File: src/rtl/poa_pkg.sv
// Shared types for the proof-of-authority block validator: verdict reason codes
// and the control FSM state encoding.
package poa_pkg;

    typedef enum logic [2:0] {
        RSN_OK         = 3'd0,
        RSN_UNKNOWN    = 3'd1,
        RSN_WRONG_TURN = 3'd2,
        RSN_BAD_HEIGHT = 3'd3,
        RSN_EMPTY      = 3'd4
    } poa_reason_e;

    typedef enum logic [1:0] {
        S_IDLE  = 2'd0,
        S_CHECK = 2'd1,
        S_RESP  = 2'd2
    } poa_state_e;

endpackage

File: src/rtl/poa_next_enabled.sv
// Wrap-around priority finder: first enabled slot strictly after start_slot,
// falling back to start_slot itself when it is the only enabled one.
module poa_next_enabled
    import poa_pkg::*;
#(
    parameter int NUM_VALIDATORS = 4,
    localparam int SLOT_W = $clog2(NUM_VALIDATORS)
) (
    input  logic [NUM_VALIDATORS-1:0] en,
    input  logic [SLOT_W-1:0]         start_slot,
    output logic [SLOT_W-1:0]         next_slot,
    output logic                      any_en
);

    logic [SLOT_W-1:0] idx;

    // Scan from the farthest candidate down so the nearest enabled slot wins.
    always_comb begin
        next_slot = start_slot;
        any_en    = |en;
        idx       = start_slot;
        for (int k = NUM_VALIDATORS; k >= 1; k--) begin
            idx = SLOT_W'((int'(start_slot) + k) % NUM_VALIDATORS);
            if (en[idx]) begin
                next_slot = idx;
            end
        end
    end

endmodule

File: src/rtl/poa_authority_rotator.sv
// Proof-of-Authority block validator: runtime authority table, round-robin
// proposer turns with timeout skip, consecutive-height check, valid/ready verdict.
module poa_authority_rotator
    import poa_pkg::*;
#(
    parameter int NUM_VALIDATORS = 4,
    parameter int ID_W           = 32,
    parameter int BLK_W          = 32,
    parameter int TIMEOUT        = 16,
    localparam int SLOT_W        = $clog2(NUM_VALIDATORS)
) (
    input  logic              clk,
    input  logic              reset_n,
    input  logic              cfg_we,
    input  logic [SLOT_W-1:0] cfg_slot,
    input  logic [ID_W-1:0]   cfg_id,
    input  logic              cfg_en,
    input  logic              blk_valid,
    output logic              blk_ready,
    input  logic [BLK_W-1:0]  blk_id,
    input  logic [ID_W-1:0]   blk_validator,
    output logic              res_valid,
    input  logic              res_ready,
    output logic              res_accept,
    output logic [2:0]        res_reason,
    output logic [BLK_W-1:0]  res_block_id,
    output logic [SLOT_W-1:0] proposer_slot,
    output logic [BLK_W-1:0]  height,
    output logic              skip_pulse
);

    localparam int CNT_W = $clog2(TIMEOUT);

    poa_state_e                  state, state_nxt;
    logic                        started;
    logic [ID_W-1:0]             tbl_id [NUM_VALIDATORS];
    logic [NUM_VALIDATORS-1:0]   tbl_en;
    logic [CNT_W-1:0]            tmo_cnt;

    logic [BLK_W-1:0]            blk_id_p0;
    logic [ID_W-1:0]             validator_p0;
    logic                        accept_p1;
    poa_reason_e                 reason_p1;
    logic [BLK_W-1:0]            block_id_p1;

    logic                        idle;
    logic                        handshake;
    logic [SLOT_W-1:0]           next_slot;
    logic                        any_en;
    logic                        prop_revoked;
    logic                        skip_fire;
    logic                        match_found;
    logic [SLOT_W-1:0]           match_slot;
    logic [BLK_W-1:0]            height_inc;
    poa_reason_e                 verdict;

    poa_next_enabled #(
        .NUM_VALIDATORS (NUM_VALIDATORS)
    ) u_next (
        .en         (tbl_en),
        .start_slot (proposer_slot),
        .next_slot  (next_slot),
        .any_en     (any_en)
    );

    // blk_ready stays low until the first edge after reset release.
    assign idle         = started && (state == S_IDLE);
    assign blk_ready    = idle;
    assign handshake    = blk_valid && blk_ready;
    assign prop_revoked = any_en && !tbl_en[proposer_slot];
    assign skip_fire    = idle && !handshake && any_en && !prop_revoked
                          && (tmo_cnt == CNT_W'(TIMEOUT - 1));
    assign skip_pulse   = skip_fire;

    assign res_valid    = (state == S_RESP);
    assign res_accept   = accept_p1;
    assign res_reason   = reason_p1;
    assign res_block_id = block_id_p1;
    assign height_inc   = height + BLK_W'(1);

    always_comb begin
        match_found = 1'b0;
        match_slot  = '0;
        for (int i = NUM_VALIDATORS - 1; i >= 0; i--) begin
            if (tbl_en[i] && (tbl_id[i] == validator_p0)) begin
                match_found = 1'b1;
                match_slot  = SLOT_W'(i);
            end
        end
    end

    always_comb begin
        verdict = RSN_OK;
        if (!any_en) begin
            verdict = RSN_EMPTY;
        end else if (!match_found) begin
            verdict = RSN_UNKNOWN;
        end else if (match_slot != proposer_slot) begin
            verdict = RSN_WRONG_TURN;
        end else if (blk_id_p0 != height_inc) begin
            verdict = RSN_BAD_HEIGHT;
        end
    end

    always_ff @(posedge clk or negedge reset_n) begin
        if (!reset_n) begin
            state <= S_IDLE;
        end else begin
            state <= state_nxt;
        end
    end

    always_comb begin
        state_nxt = state;
        case (state)
            S_IDLE:  if (handshake) state_nxt = S_CHECK;
            S_CHECK: state_nxt = S_RESP;
            S_RESP:  if (res_ready) state_nxt = S_IDLE;
            default: state_nxt = S_IDLE;
        endcase
    end

    always_ff @(posedge clk or negedge reset_n) begin
        if (!reset_n) begin
            started       <= 1'b0;
            tbl_en        <= '0;
            for (int i = 0; i < NUM_VALIDATORS; i++) begin
                tbl_id[i] <= '0;
            end
            tmo_cnt       <= '0;
            proposer_slot <= '0;
            height        <= '0;
            blk_id_p0     <= '0;
            validator_p0  <= '0;
            accept_p1     <= 1'b0;
            reason_p1     <= RSN_OK;
            block_id_p1   <= '0;
        end else begin
            started <= 1'b1;

            // Table writes land at this edge, after the S_CHECK verdict has sampled the old table.
            if (cfg_we && (int'(cfg_slot) < NUM_VALIDATORS)) begin
                tbl_id[cfg_slot] <= cfg_id;
                tbl_en[cfg_slot] <= cfg_en;
            end

            // ---- stage p0: capture submission ----
            if (handshake) begin
                blk_id_p0    <= blk_id;
                validator_p0 <= blk_validator;
            end

            // ---- stage p1: register verdict ----
            if (state == S_CHECK) begin
                accept_p1   <= (verdict == RSN_OK);
                reason_p1   <= verdict;
                block_id_p1 <= blk_id_p0;
            end

            if ((state == S_CHECK) && (verdict == RSN_OK)) begin
                height        <= blk_id_p0;
                proposer_slot <= next_slot;
                tmo_cnt       <= '0;
            end else if (idle) begin
                if (!any_en) begin
                    tmo_cnt <= '0;
                end else if (prop_revoked) begin
                    proposer_slot <= next_slot;
                    tmo_cnt       <= '0;
                end else if (handshake) begin
                    tmo_cnt <= '0;
                end else if (skip_fire) begin
                    proposer_slot <= next_slot;
                    tmo_cnt       <= '0;
                end else begin
                    tmo_cnt <= tmo_cnt + CNT_W'(1);
                end
            end
        end
    end

endmodule

File: config.mk
export PLATFORM = sky130hd
export DESIGN_NAME = poa_authority_rotator
export DESIGN_NICKNAME = d
export VERILOG_FILES = /design/src/rtl/poa_pkg.sv /design/src/rtl/poa_next_enabled.sv /design/src/rtl/poa_authority_rotator.sv
export SDC_FILE = /design/constraint.sdc
export NUM_CORES = 1
export LEC_CHECK = 0
export ABC_AREA = 1
export BUFFER_PORTS_ARGS = -buffer_cell sky130_fd_sc_hd__buf_2
export CAP_MARGIN = 20
export CORE_MARGIN = 3
export CORE_UTILIZATION = 35
export DETAILED_ROUTE_END_ITERATION = 16
export SETUP_SLACK_MARGIN = 0.5
export SYNTH_ARGS = -nofsm -noshare
export SYNTH_HDL_FRONTEND = slang
export SYNTH_HIERARCHICAL = 1
export SYNTH_SLANG_ARGS = --single-unit
File: constraint.sdc
create_clock -name clk -period 3.91 [get_ports clk]
set_input_delay 0.782 -clock clk [delete_from_list [all_inputs] [get_ports clk]]
set_output_delay 0.782 -clock clk [all_outputs]
set_load 0.02 [all_outputs]
Yosys cells after proc, flatten, opt, wreduce, memory -nomap -nowiden

Index checks and enable logic that the tools add are counted.

Flip-flop bits (word level): 273
Bits of input ports: 104
Word-level logic and storage cells: 115
Output and inout port bits: 73

Bitwise operators: 1
$lt $le $gt $ge: 9
$add $sub $neg: 6
Reductions and logical operators: 25
Eq/ne operators: 12
Mux-type cells: 47

Operators with widths:

| kind                                                | count |
|---|---|
| bitwise mux 128 bit                                 | 1 |
| equality test 32 bit                                | 4 |
| demux 32 bit (select 2 bit)                         | 1 |
| two-way mux 2 bit                                   | 19 |
| adder 32 x 1 -> 32 bit (second input constant)      | 1 |
| two-way mux 32 bit                                  | 1 |
| != test 32 bit                                      | 1 |
| two-way mux 4 bit                                   | 6 |
| < comparator 2 x 3 -> 1 bit (second input constant) | 6 |
| logical AND 1 bit                                   | 14 |
| binary-select mux 1 bit (select 2 bit)              | 5 |
| two-way mux 1 bit                                   | 10 |
| case mux 2 bit (3 select lines)                     | 1 |
| adder 2 x 1 -> 2 bit (second input constant)        | 2 |
| adder 2 bit (second input constant)                 | 2 |
| adder 4 x 1 -> 4 bit (second input constant)        | 1 |
| bitwise mux 4 bit                                   | 1 |
| equality test 4 bit (second input constant)         | 1 |
| AND reduction 4 bit                                 | 1 |
| nonzero test 2 bit                                  | 2 |
| OR reduction 4 bit                                  | 1 |
| >= comparator 3 bit (second input constant)         | 1 |
| logical NOT 1 bit                                   | 3 |
| logical NOT 3 bit                                   | 1 |
| 14 further kinds                                    | 14 |

Depth between registers and ports, before layout

Gate-level depths: netlist of the first run.

Word-level depth: 14
Depth in mapped cells: 24
Mapped depth without buffers: 21

Hierarchy

Netlist of the first run, hierarchy kept.

By module, submodules not included:

| module                | cells each | seq. area each (sq um) | times used | area an instance (sq um) |
|---|---|---|---|---|
| poa_authority_rotator | 2010       | 6831.6                 | 1          | 14471.4 |
| poa_next_enabled      | 43         | 0.0                    | 1          | 203.9 |

Worst setup path before layout of the first run

Ideal clock, no wire load.

Kind: reg2reg
Start: register height[0]
End: register height[25]
Library setup time: 121 ps
Cell stages (with the launch flop): 23
Slack: 1156 ps
Buffers on the path: 2
Clock period less this slack: 2754 ps
Arrival time: 2632 ps
Required time: 3789 ps
Cells stage by stage: dfrtp_1 ha_1 inv_2 nor2_2 nand2_2 nor2_2 nand2_1 nand2_1 inv_1 nor2_1 nand2_1 nor2_1 nand2_1 nor2_1 nand3_1 o21bai_1 nand2_2 nor2_4 inv_2 buf_6 buf_6 nand2_1 o21ai_1

Longest elaborated chain between the ends: 8

RTL lines:

| item                     | RTL line                     | text |
|---|---|---|
| start: declaration       | poa_authority_rotator.sv:28  | `output logic [BLK_W-1:0] height,` |
| start signal: assignment | poa_authority_rotator.sv:161 | `height <= blk_id_p0;` |
| adder 32 x 1 -> 32 bit   | poa_authority_rotator.sv:79  | `assign height_inc = height + BLK_W'(1);` |
| != test 32 bit           | poa_authority_rotator.sv:100 | `end else if (blk_id_p0 != height_inc) begin` |
| two-way mux 2 bit        | poa_authority_rotator.sv:100 |  |
| two-way mux 2 bit        | poa_authority_rotator.sv:98  | `end else if (match_slot != proposer_slot) begin` |
| two-way mux 2 bit        | poa_authority_rotator.sv:96  | `end else if (!match_found) begin` |
| two-way mux 3 bit        | poa_authority_rotator.sv:94  | `if (!any_en) begin` |
| logical NOT 3 bit        | poa_authority_rotator.sv:160 | `if ((state == S_CHECK) && (verdict == RSN_OK)) begin` |
| logical AND 1 bit        | poa_authority_rotator.sv:160 |  |

Every way passes these cells.
A chain may end at the register's enable or synchronous reset.

Final worst setup path of the first run

Start: register height[0]
End: register tmo_cnt[3]

Longest elaborated chain between the ends: 9
Elaborated cells between the ends (all ways): 10
Those cells by class: add/sub (1); eq/ne (1); mux (5); reduce/logical (3)

RTL lines:

| item                                                           | RTL line                     | text |
|---|---|---|
| adder 32 x 1 -> 32 bit *                                       | poa_authority_rotator.sv:79  |  |
| != test 32 bit *                                               | poa_authority_rotator.sv:100 |  |
| two-way mux 2 bit *                                            | poa_authority_rotator.sv:100 |  |
| two-way mux 2 bit *                                            | poa_authority_rotator.sv:98  |  |
| two-way mux 2 bit *                                            | poa_authority_rotator.sv:96  |  |
| two-way mux 3 bit *                                            | poa_authority_rotator.sv:94  |  |
| logical NOT 3 bit *                                            | poa_authority_rotator.sv:160 |  |
| logical AND 1 bit *                                            | poa_authority_rotator.sv:160 |  |
| two-way mux 4 bit / nonzero test 2 bit (equally long branches) | n/a                          |  |
| end signal: assignment                                         | poa_authority_rotator.sv:176 | `tmo_cnt <= tmo_cnt + CNT_W'(1);` |
| end: declaration                                               | poa_authority_rotator.sv:38  | `logic [CNT_W-1:0] tmo_cnt;` |

Mark *: on every way between the ends. The rest lies on a longest branch, timed or not.

==> results of run 1 <==
-- worst max-delay path by stage --
| stage | start | to | slack [ns] | depth (start not counted) |
|---|---|---|---|---|
| 2_1_floorplan | height[0]$_DFFE_PN0P_ | height[25]$_DFFE_PN0P_ | 1.16 | 22 |
| 3_3_place_gp | height[16]$_DFFE_PN0P_ | height[1]$_DFFE_PN0P_ | 0.76 | 16 |
| 3_5_place_dp | height[0]$_DFFE_PN0P_ | height[3]$_DFFE_PN0P_ | 0.74 | 20 |
| 4_1_cts | height[0]$_DFFE_PN0P_ | height[3]$_DFFE_PN0P_ | 0.72 | 20 |
| 5_1_grt | height[0]$_DFFE_PN0P_ | proposer_slot[0]$_DFFE_PN0P_ | 0.51 | 21 |
| 6_report | height[0]$_DFFE_PN0P_ | tmo_cnt[3]$_DFFE_PN0P_ | 0.89 | 18 |
-- layer usage --
metal / vias to the layer above / track usage [%]
li1: 6720 / -
met1: 6466 / 29.9
met2: 409 / 38.8
met3: 89 / 2.79
met4: 4 / 7.37
met5: - / 0
-- kinds of logic after synthesis --
logic type | Yosys count | synth area share, %
buffers and inverters | 315 | 8.36
adder cells (fa/ha/maj) | 2 | 0.170
AO/OA/AOI/OAI | 304 | 10.7
AND/OR/NAND/NOR | 1092 | 30.2
other | 1 | 0.0256
flip-flops | 273 | 46.6
XOR/XNOR | 66 | 3.94
-- worst max-delay path: stages, from the launching register on --
cell,delay [ns]
dfrtp_1,0.42
ha_2,0.27
inv_2,0.05
nor2_2,0.15
nand2_2,0.13
nor2_4,0.23
xor2_1,0.20
nand3_1,0.09
nor2_1,0.13
nand2_1,0.07
nor2_1,0.12
nand3_1,0.13
o21bai_1,0.21
nand2_2,0.11
nor2_4,0.17
buf_8,0.21
nor2_1,0.08
nand3_1,0.08
nand2_1,0.05
-- cell usage after synthesis, drive strengths merged --
master	n
nand2	756
o21ai	287
dfrtp	273
inv	251
nor2	196
nand3	75
clkbuf	51
xnor2	43
nand4	36
xor2	23
buf	13
nand3b	13
nor3	6
a21oi	5
or2	5
o211ai	4
o21bai	4
and3	3
ha	2
a211oi	1
a21boi	1
a22o	1
and2	1
conb	1
nor3b	1
o21a	1
-- power by group through the flow --
stage               logic (mW)  clock network (mW)  registers, mW
floorplan                 1.76                   0           3.94
global placement          2.89                   0           3.93
detailed placement        2.90                   0           3.94
CTS                       2.92                2.97           3.90
global route              3.27                3.07           3.99
finish                    2.92                2.90           3.91
-- flip-flops by register name, summed over array words and instances, names as in the netlist --
register	flops
proposer_slot	2
validator_p0	32
started	1
height	32
state	2
tbl_id	128
tbl_en	4
blk_id_p0	32
res_accept	1
res_block_id	32
res_reason	3
tmo_cnt	4
-- cell type report --
cell class	count	area (um^2)
Fill cell	4342	24000
Sequential cell	273	6830
Multi-Input combinational cell	1465	6630
Timing Repair Buffer	190	1050
Inverter	251	955
Clock buffer	45	908
Tap cell	532	666
Clock inverter	8	92.6
Antenna cell	1	2.50
==> flow_summary.toml, run 1 <==
[sta]
fin_crit_sh_pct = 77.3
tns_ns = 0
finalSetupViolations = 0
fin_ws_ns = 0.889
rsz0062_at_grt = "false"
fin_crit_ns = 3.02
fmax_mhz = 331
max_slew.worst_pin.slew_ns = 0.836
slew_violations = 0
slew_headroom_pct = 44.2
fin_skew_ns = 0.0233
hold_viol_final = 0
whs_ns = 0.252

[clock_tree]
cts_buffer_depth = 3
cts_root_buf = "clkbuf_16"
cts_setup_buffers = 0
clock_latency_ns = 0.58
cts_resized = 0
cts.clk_slew.worst_paths_ns = 0.06
cts_tree = "yes"
cts_buffers = 30
cts.sinks = 273
hold_buffers = 0
ctsHtreeMaxLevel = 1

[yosys]
netlist-cell-type-count = 37
yosys.area.top_type_share_pct = 46.6
syn_inst = 2053
synthTopCellsByArea = "dfrtp_1 47%, nand2_1 19%, o21ai_0 9.0%"
synth-seq-cells = 273
netlist_area_mm2 = 0.0147
syn-num-nets = 2159
yosysTopAreaCell = "dfrtp_1"
seq_area_frac_synth_pct = 46.6
avgSynthCellArea_um2 = 7.15
yosys_warnings = 6

[power]
fin_total_pwr_mw = 9.73
swShare_pct = 37.9
seq_power_share_pct = 40.2
p_leak_nw = 8.67
p_int_mw = 6.04
max-vdd-ir-drop_mv = 0.328
p_per_area_mw_per_mm2 = 568
p_clk_share_pct = 29.8
pwr-share-comb_pct = 30.0
switchingPower_mw = 3.69

[route]
detail_route.drc_violations = 0
drt-initial-drc-count = 1038
viasPerCell = 4.95
top_layer = "met5"
wl_met3_mm = 2.69
drt-pass1-iter-count = 5
wl_per_cell_um = 18.3
ant_nets = 0
vias = 13688
dr_wl_met2_mm = 24.0
routed_wl_mm = 50.6
wl_met1_mm = 22.1

[layout]
drive_gt1_share_pct = 12.5
area_growth_pct = 16.8
nets = 2317
final_util_pct = 41.7
layout_commonest_cell = "nand2_1"
stdcell_count = 2765
layout_common_cells = "743 x nand2_1, 273 x dfrtp_1, 265 x o21ai_0"
postLayoutCellArea_mm2 = 0.0171

[setup_path]
crit_type = "reg2reg"
reg2reg_slack_ns = 0.89
cp_data_required_time_ns = 4.36
cp_data_arrival_time_ns = 3.47
regToRegStartpoint = "height[0]$_DFFE_PN0P_"
setup.worst_path.start_class = "flip-flop"
r2r_cells = 18
crit_fanout = 24
endpoint_kind = "flip-flop"
timing.rr.end = "tmo_cnt[3]$_DFFE_PN0P_"

[global_route]
grt_max_degree = 95
grt_first_pass_wirelength_mm = 78.3
gr-total-overflow = 0
antenna_found_initial = 3
grt_pass1_vias = 13445
track_usage_pct = 22.6

[floorplan]
core_mm2 = 0.0411
pin_count = 177
rows = 74
die_w_um = 211
die_area_mm2 = 0.0444
die_y_um = 211
initial_core_util_pct = 35.7

[status]
status = "finished, final reports clean"

[hold_path]
hold_class = "in2async"

[place]
dpl.hpwl_mm = 39.3
dp_slack_ns = 0.735
gp_congestion = 1.02
place_area_mm2 = 0.0161
numPlacedInstances = 2710
numPortBuffers = 176

[job]
max-cap-violations = 0
Power figures use the tool's default switching activity.
==> run 2: changes to the inputs <==
--- a/config.mk
+++ b/config.mk
@@ -5,7 +5,7 @@
 export SDC_FILE = /design/constraint.sdc
 export NUM_CORES = 1
 export LEC_CHECK = 0
-export ABC_AREA = 1
+export ABC_AREA = 0
 export BUFFER_PORTS_ARGS = -buffer_cell sky130_fd_sc_hd__buf_2
 export CAP_MARGIN = 20
 export CORE_MARGIN = 3
==> constraint.sdc (replaced) <==
create_clock -name clk -period 2.8 [get_ports clk]
set_input_delay 0.56 -clock clk [delete_from_list [all_inputs] [get_ports clk]]
set_output_delay 0.56 -clock clk [all_outputs]
set_load 0.02 [all_outputs]
==> run 2 against run 1 <==
  * The flow now finishes with violations (negative setup slack)
  * First-iteration DRC count fell by 60%
  * Setup slack got worse by 1.5 ns
  * Utilization rose by 8.8 points
  * Design area increased by 12%
  * Global-route usage down 1.8 points
  * Critical path type unchanged
  * Largest cell class is now multi-input gates
==> flow_summary.toml, run 2 <==
[status]
status = "complete, but fails checks"
violations = "negative setup slack"

[layout]
area_growth_pct = 40.9
layout_common_cells = "286 x buf_4, 262 x dfrtp_1, 237 x mux2_2"
layout_commonest_cell = "buf_4"
multi_input_area_mm2 = 0.00703
drive_gt1_share_pct = 56.3
final_util_pct = 50.5
largest_register_ffs = 128
postLayoutCellArea_mm2 = 0.0192
nets = 1682
ff_latch_area_mm2 = 0.00685
n_fill_cell = 3452
regMostFlops = "tbl_id"

[place]
numPortBuffers = 176
place_area_mm2 = 0.0172
gp_congestion = 0.958
dpl.hpwl_mm = 32.6
dp_slack_ns = -0.805

[setup_path]
crit_end = "height[10]$_DFFE_PN0P_"
crit_start = "height[0]$_DFFE_PN0P_"
max_stage_delay_ns = 0.47
critPathMostFrequentCell = "buf_4"
cp_data_required_time_ns = 3.20
setup.worst_path.start_class = "flip-flop"
reg2reg_slack_ns = -0.57
slowest_stage = "or4_4"
r2r_cells = 13
cpLargestDelayFamily = "simple AND/OR/NAND/NOR gates"
cp.depth = 13
endpoint_kind = "flip-flop"
regToRegStartpoint = "height[0]$_DFFE_PN0P_"
cp_data_arrival_time_ns = 3.76
timing.rr.end = "height[10]$_DFFE_PN0P_"
worst-path-buf-inv = 5
crit_fanout = 8
crit_type = "reg2reg"
crit_chain = "buf_4 > nand4_4 > nor4_4 > buf_4 > buf_4 > nand3_2 > xnor2_2 > or4bb_1 > or4_4 > a211oi_4 > buf_6 > buf_12 > mux2_2"

[floorplan]
die_w_um = 203
initial_core_util_pct = 35.9
core_mm2 = 0.0380
die_area_mm2 = 0.0414
pin_count = 177
rows = 71
die_y_um = 203

[sta]
fin_crit_sh_pct = 120
fin_skew_ns = 0.0160
finalSetupViolations = 41
slew_headroom_pct = 55.3
fin_crit_ns = 3.37
rsz0062_at_grt = "true"
fin_ws_ns = -0.568
hold_viol_final = 0
fmax_mhz = 297
slew_violations = 0
max_slew.worst_pin.slew_ns = 0.670
whs_ns = 0.0512

[yosys]
seq_area_frac_synth_pct = 50.1
synthTopCellsByArea = "dfrtp_1 50%, mux2_2 21%, xnor2_1 7.6%"
syn-num-nets = 1224
syn_inst = 1118
yosys.cell_count.top_type = "dfrtp_1"
netlist_area_mm2 = 0.0136
avgSynthCellArea_um2 = 12.2
synth-seq-cells = 273
ys_top_cells_by_count = "273 x dfrtp_1, 257 x mux2_2, 118 x xnor2_1"
yosys.area.top_type_share_pct = 50.1
synthFlopType = "dfrtp_1"
synth_edf_count = 0
postSynth.asyncResetShare_pct = 100
yosys_warnings = 6
yosysTopAreaCell = "dfrtp_1"
netlist-cell-type-count = 69

[clock_tree]
cts_root_buf = "clkbuf_16"
cts.sinks = 273
cts_buffer_depth = 3
clock_latency_ns = 0.52
cts.clk_slew.worst_paths_ns = 0.06
cts_buffers = 34
hold_buffers = 0
cts_tree = "yes"
ctsHtreeMaxLevel = 2

[route]
wl_per_cell_um = 20.7
vias = 10717
detail_route.drc_violations = 0
drt-initial-drc-count = 416
ant_nets = 0
viasPerCell = 5.07
routed_wl_mm = 43.8
drt-pass1-iter-count = 5

[power]
fin_total_pwr_mw = 16.1
p_per_area_mw_per_mm2 = 839
p_leak_nw = 8.53
max-vdd-ir-drop_mv = 0.516

[global_route]
gr-total-overflow = 0
grt_pass1_vias = 11157
antenna_found_initial = 1
track_usage_pct = 20.8
grt_max_degree = 80
grt_first_pass_wirelength_mm = 66.4

[job]
max-cap-violations = 0

[hold_path]
hold_class = "in2async"
## run 2: timing repair
action                     in CTS  in global routing
pin swaps                      34                 21
setup endpoints to repair      42                 42
buffers inserted               25                 12
resized for setup              81                 30
gates cloned                    2                  1
## run 2: cell type report
type / count / area share, %
Clock inverter: 10 / 0.606
Tap cell: 511 / 3.33
Inverter: 9 / 0.176
Sequential cell: 273 / 35.6
Multi-Input combinational cell: 765 / 36.6
Timing Repair Buffer: 493 / 18.1
Antenna cell: 1 / 0.0130
Clock buffer: 51 / 5.55
## run 2: power by group
group	leakage [nW]	total, mW	switching [mW]	internal, mW
logic	4.66	6.00	2.89	3.11
clock network	0.582	4.56	1.74	2.82
registers	3.30	5.56	0.712	4.85
## run 2: cell families after synthesis
group	after synthesis	synth area share, %
mux	264	21.9
fa+ha+maj	2	0.183
buf+inv	80	2.29
simple gates	255	10.9
xor+xnor	170	10.9
other cells	1	0.0275
flops	273	50.1
compound gates	73	3.68
## run 2: how the worst min path moves through the flow
| stage | start | end | slack [ns] |
|---|---|---|---|
| after floorplan | reset_n | blk_id_p0[0]$_DFFE_PN0P_ | 0.26 |
| after global placement | res_reason[1]$_DFFE_PN0N_ | res_reason[1]$_DFFE_PN0N_ | 0.46 |
| after detailed placement | res_reason[1]$_DFFE_PN0N_ | res_reason[1]$_DFFE_PN0N_ | 0.46 |
| after CTS | reset_n | res_block_id[9]$_DFFE_PN0N_ | 0.06 |
| after global routing | reset_n | height[9]$_DFFE_PN0P_ | 0.08 |
| final | reset_n | blk_id_p0[13]$_DFFE_PN0P_ | 0.05 |
## run 2: layer usage
metal  GRT usage, %  share of wire (%)  up-vias
met5              0                  0        -
met2           36.7                 50      268
met3           2.89                4.5       75
met4           6.39                2.9        0
li1               -                  -     4970
met1           26.7                 42     5404
## run 2: worst register-to-register path, delay by kind of cell, from the launching register on
kind | cells | cell delay [ns]
AO/OA/AOI/OAI | 1 | 0.22
XOR/XNOR | 1 | 0.18
buffers and inverters | 5 | 0.73
flip-flops | 1 | 0.37
multiplexers | 1 | 0.34
AND/OR/NAND/NOR | 5 | 1.42
## run 2: per-stage QoR
stage	TNS, ns	instances
after CTS	-19.66	2099
after global routing	-26.42	2113
after detailed placement	-27.74	2011
after global placement	-28.49	2011
final	-20.01	2113
after floorplan	-15.19	1118
